--- src/rtl/arbitro_mux4_rr.sv ---
// Round-robin arbiter sharing one 32-bit datapath resource among four
// requesters. Drives the select of the external 4:1 mux and a one-hot grant,
// holds each grant until the resource acknowledges or a timeout expires,
// and rotates priority so a continuously requesting unit cannot starve.
module arbitro_mux4_rr #(
    parameter int TIMEOUT = 16,
    parameter int CNT_W   = 8
) (
    input  logic       clk,
    input  logic       rst_n,
    input  logic [3:0] req,
    input  logic       mem_ack,
    output logic [3:0] gnt,
    output logic [1:0] control,
    output logic       mem_valid,
    output logic       busy,
    output logic       err,
    output logic [1:0] err_id
);

    localparam logic [0:0]       ST_IDLE  = 1'b0;
    localparam logic [0:0]       ST_GRANT = 1'b1;
    localparam logic [CNT_W-1:0] CNT_LAST = CNT_W'(TIMEOUT - 1);
    localparam logic [CNT_W-1:0] CNT_MAX  = {CNT_W{1'b1}};

    // Round-robin search starting at ptr_v. Returns {found, index}.
    // Offsets are scanned from farthest to nearest so the nearest set bit,
    // i.e. the highest-priority one, is the last to overwrite the result.
    function automatic logic [2:0] rr_pick(input logic [3:0] req_v,
                                           input logic [1:0] ptr_v);
        logic [2:0] res;
        logic [1:0] idx;
        res = 3'b000;
        for (int k = 3; k >= 0; k--) begin
            idx = ptr_v + 2'(k);
            if (req_v[idx]) begin
                res = {1'b1, idx};
            end else begin
                res = res;
            end
        end
        return res;
    endfunction

    // Index to one-hot grant vector.
    function automatic logic [3:0] to_onehot(input logic [1:0] idx);
        return 4'b0001 << idx;
    endfunction

    logic [0:0]       state_r, state_s;
    logic [1:0]       ptr_r, ptr_s;
    logic [CNT_W-1:0] cnt_r, cnt_s;
    logic [3:0]       gnt_r, gnt_s;
    logic [1:0]       control_r, control_s;
    logic             mem_valid_r, mem_valid_s;
    logic             busy_r, busy_s;
    logic             err_r, err_s;
    logic [1:0]       err_id_r, err_id_s;

    logic [2:0]       idle_pick_s;
    logic [1:0]       next_ptr_s;
    logic [2:0]       rearb_pick_s;
    logic             timeout_s;
    logic             release_s;

    // Fresh arbitration from IDLE uses the stored pointer and raw requests.
    assign idle_pick_s  = rr_pick(req, ptr_r);
    // On release, priority moves past the served requester, which is also
    // masked so it cannot be regranted while it still holds req high.
    assign next_ptr_s   = control_r + 2'd1;
    assign rearb_pick_s = rr_pick(req & ~gnt_r, next_ptr_s);
    assign timeout_s    = (cnt_r == CNT_LAST);
    assign release_s    = mem_ack | timeout_s;

    // Next-state and next-output computation for the IDLE/GRANT machine.
    always_comb begin
        state_s     = state_r;
        ptr_s       = ptr_r;
        cnt_s       = cnt_r;
        gnt_s       = gnt_r;
        control_s   = control_r;
        mem_valid_s = mem_valid_r;
        busy_s      = busy_r;
        err_s       = 1'b0;
        err_id_s    = err_id_r;
        case (state_r)
            ST_IDLE: begin
                // mem_ack is deliberately ignored here.
                cnt_s = {CNT_W{1'b0}};
                if (idle_pick_s[2]) begin
                    state_s     = ST_GRANT;
                    gnt_s       = to_onehot(idle_pick_s[1:0]);
                    control_s   = idle_pick_s[1:0];
                    mem_valid_s = 1'b1;
                    busy_s      = 1'b1;
                end else begin
                    state_s     = ST_IDLE;
                    gnt_s       = 4'b0000;
                    control_s   = 2'd0;
                    mem_valid_s = 1'b0;
                    busy_s      = 1'b0;
                end
            end
            ST_GRANT: begin
                if (release_s) begin
                    ptr_s = next_ptr_s;
                    cnt_s = {CNT_W{1'b0}};
                    // An ack in the timeout cycle is a normal completion.
                    if (!mem_ack) begin
                        err_s    = 1'b1;
                        err_id_s = control_r;
                    end else begin
                        err_s    = 1'b0;
                        err_id_s = err_id_r;
                    end
                    if (rearb_pick_s[2]) begin
                        state_s     = ST_GRANT;
                        gnt_s       = to_onehot(rearb_pick_s[1:0]);
                        control_s   = rearb_pick_s[1:0];
                        mem_valid_s = 1'b1;
                        busy_s      = 1'b1;
                    end else begin
                        state_s     = ST_IDLE;
                        gnt_s       = 4'b0000;
                        control_s   = 2'd0;
                        mem_valid_s = 1'b0;
                        busy_s      = 1'b0;
                    end
                end else begin
                    // Grant held stable; request drops are ignored.
                    if (cnt_r != CNT_MAX) begin
                        cnt_s = cnt_r + CNT_W'(1);
                    end else begin
                        cnt_s = cnt_r;
                    end
                end
            end
            default: begin
                state_s     = ST_IDLE;
                ptr_s       = 2'd0;
                cnt_s       = {CNT_W{1'b0}};
                gnt_s       = 4'b0000;
                control_s   = 2'd0;
                mem_valid_s = 1'b0;
                busy_s      = 1'b0;
                err_s       = 1'b0;
                err_id_s    = 2'd0;
            end
        endcase
    end

    // State and registered outputs; asynchronous reset clears everything.
    always_ff @(posedge clk or negedge rst_n) begin
        if (!rst_n) begin
            state_r     <= ST_IDLE;
            ptr_r       <= 2'd0;
            cnt_r       <= {CNT_W{1'b0}};
            gnt_r       <= 4'b0000;
            control_r   <= 2'd0;
            mem_valid_r <= 1'b0;
            busy_r      <= 1'b0;
            err_r       <= 1'b0;
            err_id_r    <= 2'd0;
        end else begin
            state_r     <= state_s;
            ptr_r       <= ptr_s;
            cnt_r       <= cnt_s;
            gnt_r       <= gnt_s;
            control_r   <= control_s;
            mem_valid_r <= mem_valid_s;
            busy_r      <= busy_s;
            err_r       <= err_s;
            err_id_r    <= err_id_s;
        end
    end

    assign gnt       = gnt_r;
    assign control   = control_r;
    assign mem_valid = mem_valid_r;
    assign busy      = busy_r;
    assign err       = err_r;
    assign err_id    = err_id_r;

endmodule
--- config.mk ---
export PLATFORM = sky130hd
export DESIGN_NAME = arbitro_mux4_rr
export DESIGN_NICKNAME = d
export VERILOG_FILES = /design/src/rtl/arbitro_mux4_rr.sv
export SDC_FILE = /design/constraint.sdc
export NUM_CORES = 1
export LEC_CHECK = 0
export BUFFER_PORTS_ARGS = -buffer_cell sky130_fd_sc_hd__buf_2
export CAP_MARGIN = 20
export CORE_MARGIN = 2
export CORE_UTILIZATION = 25
export DETAILED_ROUTE_END_ITERATION = 12
export PLACE_DENSITY = 0.45
export REMOVE_ABC_BUFFERS = 1
export SYNTH_ARGS = -nofsm -noshare
export SYNTH_HDL_FRONTEND = slang
export SYNTH_SLANG_ARGS = --single-unit
export TNS_END_PERCENT = 100
--- constraint.sdc ---
create_clock -name clk -period 5.41 [get_ports clk]
set_input_delay 1.082 -clock clk [delete_from_list [all_inputs] [get_ports clk]]
set_output_delay 1.082 -clock clk [all_outputs]
set_load 0.1 [all_outputs]
==> flow_summary.json <==
{
  "power.total_uw": 815.7,
  "syn_avg_cell_area_um2": 9.450,
  "cpLargestDelayFamily": "flip-flops",
  "clock_path_buffers": 2,
  "post_cts_buffers": 0,
  "post-place-ws_ps": 2842,
  "maxCapViolCount": 0,
  "yosys-mux-area-fraction": 0.03875,
  "rr_worst_depth": 5,
  "period_minus_slack_ps": 2322,
  "cp-start-kind": "flop",
  "grt_max_degree": 22,
  "maxSlewViolCount": 0,
  "start_util": 0.2633,
  "drive_gt1_frac": 0.1786,
  "drc": 0,
  "crit_fanout": 8,
  "ant_nets": 0,
  "cts_max_level": 1,
  "synth_cell_type_count": 41,
  "pwr-share-seq": 0.313,
  "fmax_mhz": 430.7,
  "p_comb_frac": 0.559,
  "syn2layout_area_growth_pct": 14.85,
  "boundaryPins": 18,
  "clkSinkCount": 21,
  "dp_hpwl_um": 1984,
  "grt_pass1_wl_um": 4436,
  "synth_edf_count": 0,
  "firstDrtPassIters": 4,
  "p_int_uw": 367.5,
  "async_reset_ff_frac": 1.000,
  "grt_overflow": 0,
  "clockRootBuffer": "clkbuf_8",
  "die_w_um": 72.19,
  "drt-initial-drc-count": 47,
  "netlist_area_um2": 1162,
  "synthFlopType": "dfrtp_1",
  "clk_latency_ps": 260,
  "gr-usage-all-layers": 0.1066,
  "wirelength_um": 2643,
  "yosys_warnings": 0,
  "leakage_nw": 0.6310,
  "synth-compound-area-share": 0.2260,
  "synthAdderAreaFrac": 0.01076,
  "place_inst": 188,
  "viasPerCell": 5.260,
  "post_drt_wl_per_cell_um": 13.77,
  "status": "finished clean",
  "crit_chain": "buf_2",
  "min_delay_path_depth": 2,
  "end_kind": "primary output",
  "yosysSeqAreaShare": 0.4521,
  "synth_cells": 123,
  "worst-setup-path-type": "flop to primary output",
  "slowest_delay_ps": 490,
  "cts_inserted_buffers": 3,
  "tightestPinTransition_ps": 688.5,
  "core_um2": 4414,
  "switching_share": 0.5495,
  "row_count": 24,
  "die-area_um2": 5211,
  "setup_tns_ps": 0,
  "antenna_found_initial": 0,
  "powerDensity_nw_per_um2": 611.0,
  "irDropWorstVdd_v": 0.0002649,
  "p_switching_uw": 448.2,
  "hold_buffers": 0,
  "synth_top_family_by_area": "compound AO/OA/AOI/OAI gates",
  "clk_pin_slew_ps": 80,
  "portBuffers": 17,
  "hp-class": "flop to flop",
  "cts_tree": "yes",
  "synthSimpleGateAreaFrac": 0.2078,
  "required_ps": 4330,
  "hold_viol": 0,
  "first_global_vias": 914,
  "timing.final.crit_share": 0.4292,
  "post_cts_resized": 0,
  "maxSlewHeadroom": 0.5350,
  "synth_seq_cells": 21,
  "gp_congestion": 0.8285,
  "setup_viol": 0,
  "p_clk_frac": 0.129,
  "fp.dieH_um": 72.19,
  "final_cells": 192,
  "crit_buf_inv": 1,
  "fin_skew_ps": 1.022,
  "antenna_cells": 0,
  "cp.depth": 1,
  "rsz0062_at_grt": "false",
  "worstPathArrival_ps": 1240,
  "via_count": 1010,
  "setup_ws_ps": 3088,
  "nets": 149,
  "cp_slowest_cell": "dfrtp_1",
  "synth_xor_area_frac": 0.02260
}
## layout make-up
| class | instances | area [um^2] |
|---|---|---|
| well taps | 52 | 65.06 |
| inverters | 7 | 26.28 |
| fillers | 439 | 3079 |
| clock buffers | 4 | 45.04 |
| multi-input cells | 91 | 588.1 |
| flip-flops and latches | 21 | 525.5 |
| repair buffers | 17 | 85.08 |
## sequential cells by signal, summed over array words and instances (netlist names)
signal	count
err	1
state_r	1
ptr_r	2
gnt	4
control	2
busy	1
err_id	2
cnt_r	8
## power groups by stage
stage	registers (mW)	clock network, mW	logic [mW]
detailed placement	0.259	0	0.458
CTS	0.256	0.111	0.458
global route	0.265	0.117	0.489
floorplan	0.445	0	0.174
global placement	0.259	0	0.455
finish	0.255	0.105	0.456
## cell families after synthesis
kind of cell               after synthesis
AOI/OAI and AO/OA                       38
xor gates and xnor gates                 3
adders and majority gates                1
buffers and inverters                   11
DFF                                     21
muxes                                    4
and+or+nand+nor                         45
## cell usage after synthesis (2+ instances only)
cell type,count,share of area
a2111oi_0,2,0.015
a21oi_1,6,0.026
a221oi_1,2,0.015
a31oi_1,7,0.038
and3_1,2,0.011
buf_2,2,0.0086
dfrtp_1,21,0.45
inv_1,7,0.023
mux2i_1,3,0.026
nand2_1,9,0.029
nand2b_1,6,0.032
nand3_1,5,0.022
nand4_1,2,0.011
nor2_1,11,0.036
nor3_1,2,0.0086
o211ai_1,2,0.013
o21a_1,3,0.019
o21ai_0,4,0.017
o21bai_1,3,0.019
or4_4,2,0.019
xnor2_1,2,0.015
## cell usage in the layout (no fill, tap or decap), drive strengths merged, types with 4 or more instances in the layout
| cell type | Yosys | layout |
|---|---|---|
| dfrtp | 21 | 21 |
| buf | 3 | 17 |
| nor2 | 11 | 11 |
| nand2 | 9 | 9 |
| inv | 7 | 7 |
| a31oi | 7 | 7 |
| nand2b | 6 | 6 |
| a21oi | 6 | 6 |
| nand3 | 5 | 5 |
| o21ai | 4 | 4 |
| clkbuf | 1 | 4 |
## metal layers
layer  share of wire  up-vias  GRT usage
li1                -      494          -
met1            0.51      486     0.1563
met2            0.44       26     0.1580
met3           0.034        4    0.01250
met4           0.018        0    0.04403
met5               0        -          0
## worst min-delay path, stage by stage (launching register included)
cell and delay, ps:
dfrtp_1 340, nand2_1 50, o21ai_0 60
## worst paths after layout
| kind | startpoint | endpoint | slack (ps) |
|---|---|---|---|
| max in group asynchronous | rst_n | gnt[3] | 4310 |
| min in group asynchronous | rst_n | cnt_r[0] | 770 |
| worst max register to register | cnt_r[5] | busy | 3250 |
| worst min-delay path | err_id[0] | err_id[0] | 480 |
| worst max-delay path | control[1] | control[1] | 3090 |
| worst min register to register | err_id[0] | err_id[0] | 480 |
## stage by stage
stage                     instance area, um^2  hold slack, ps    util
after floorplan                          1140           472.0       -
after global placement                   1290           459.9  0.2922
after detailed placement                 1290           469.1  0.2922
after CTS                                1335           488.5  0.3024
after global routing                     1335           508.5  0.3024
final                                    1335           483.5  0.3024
No activity file was read; power rests on OpenSTA's default activity.
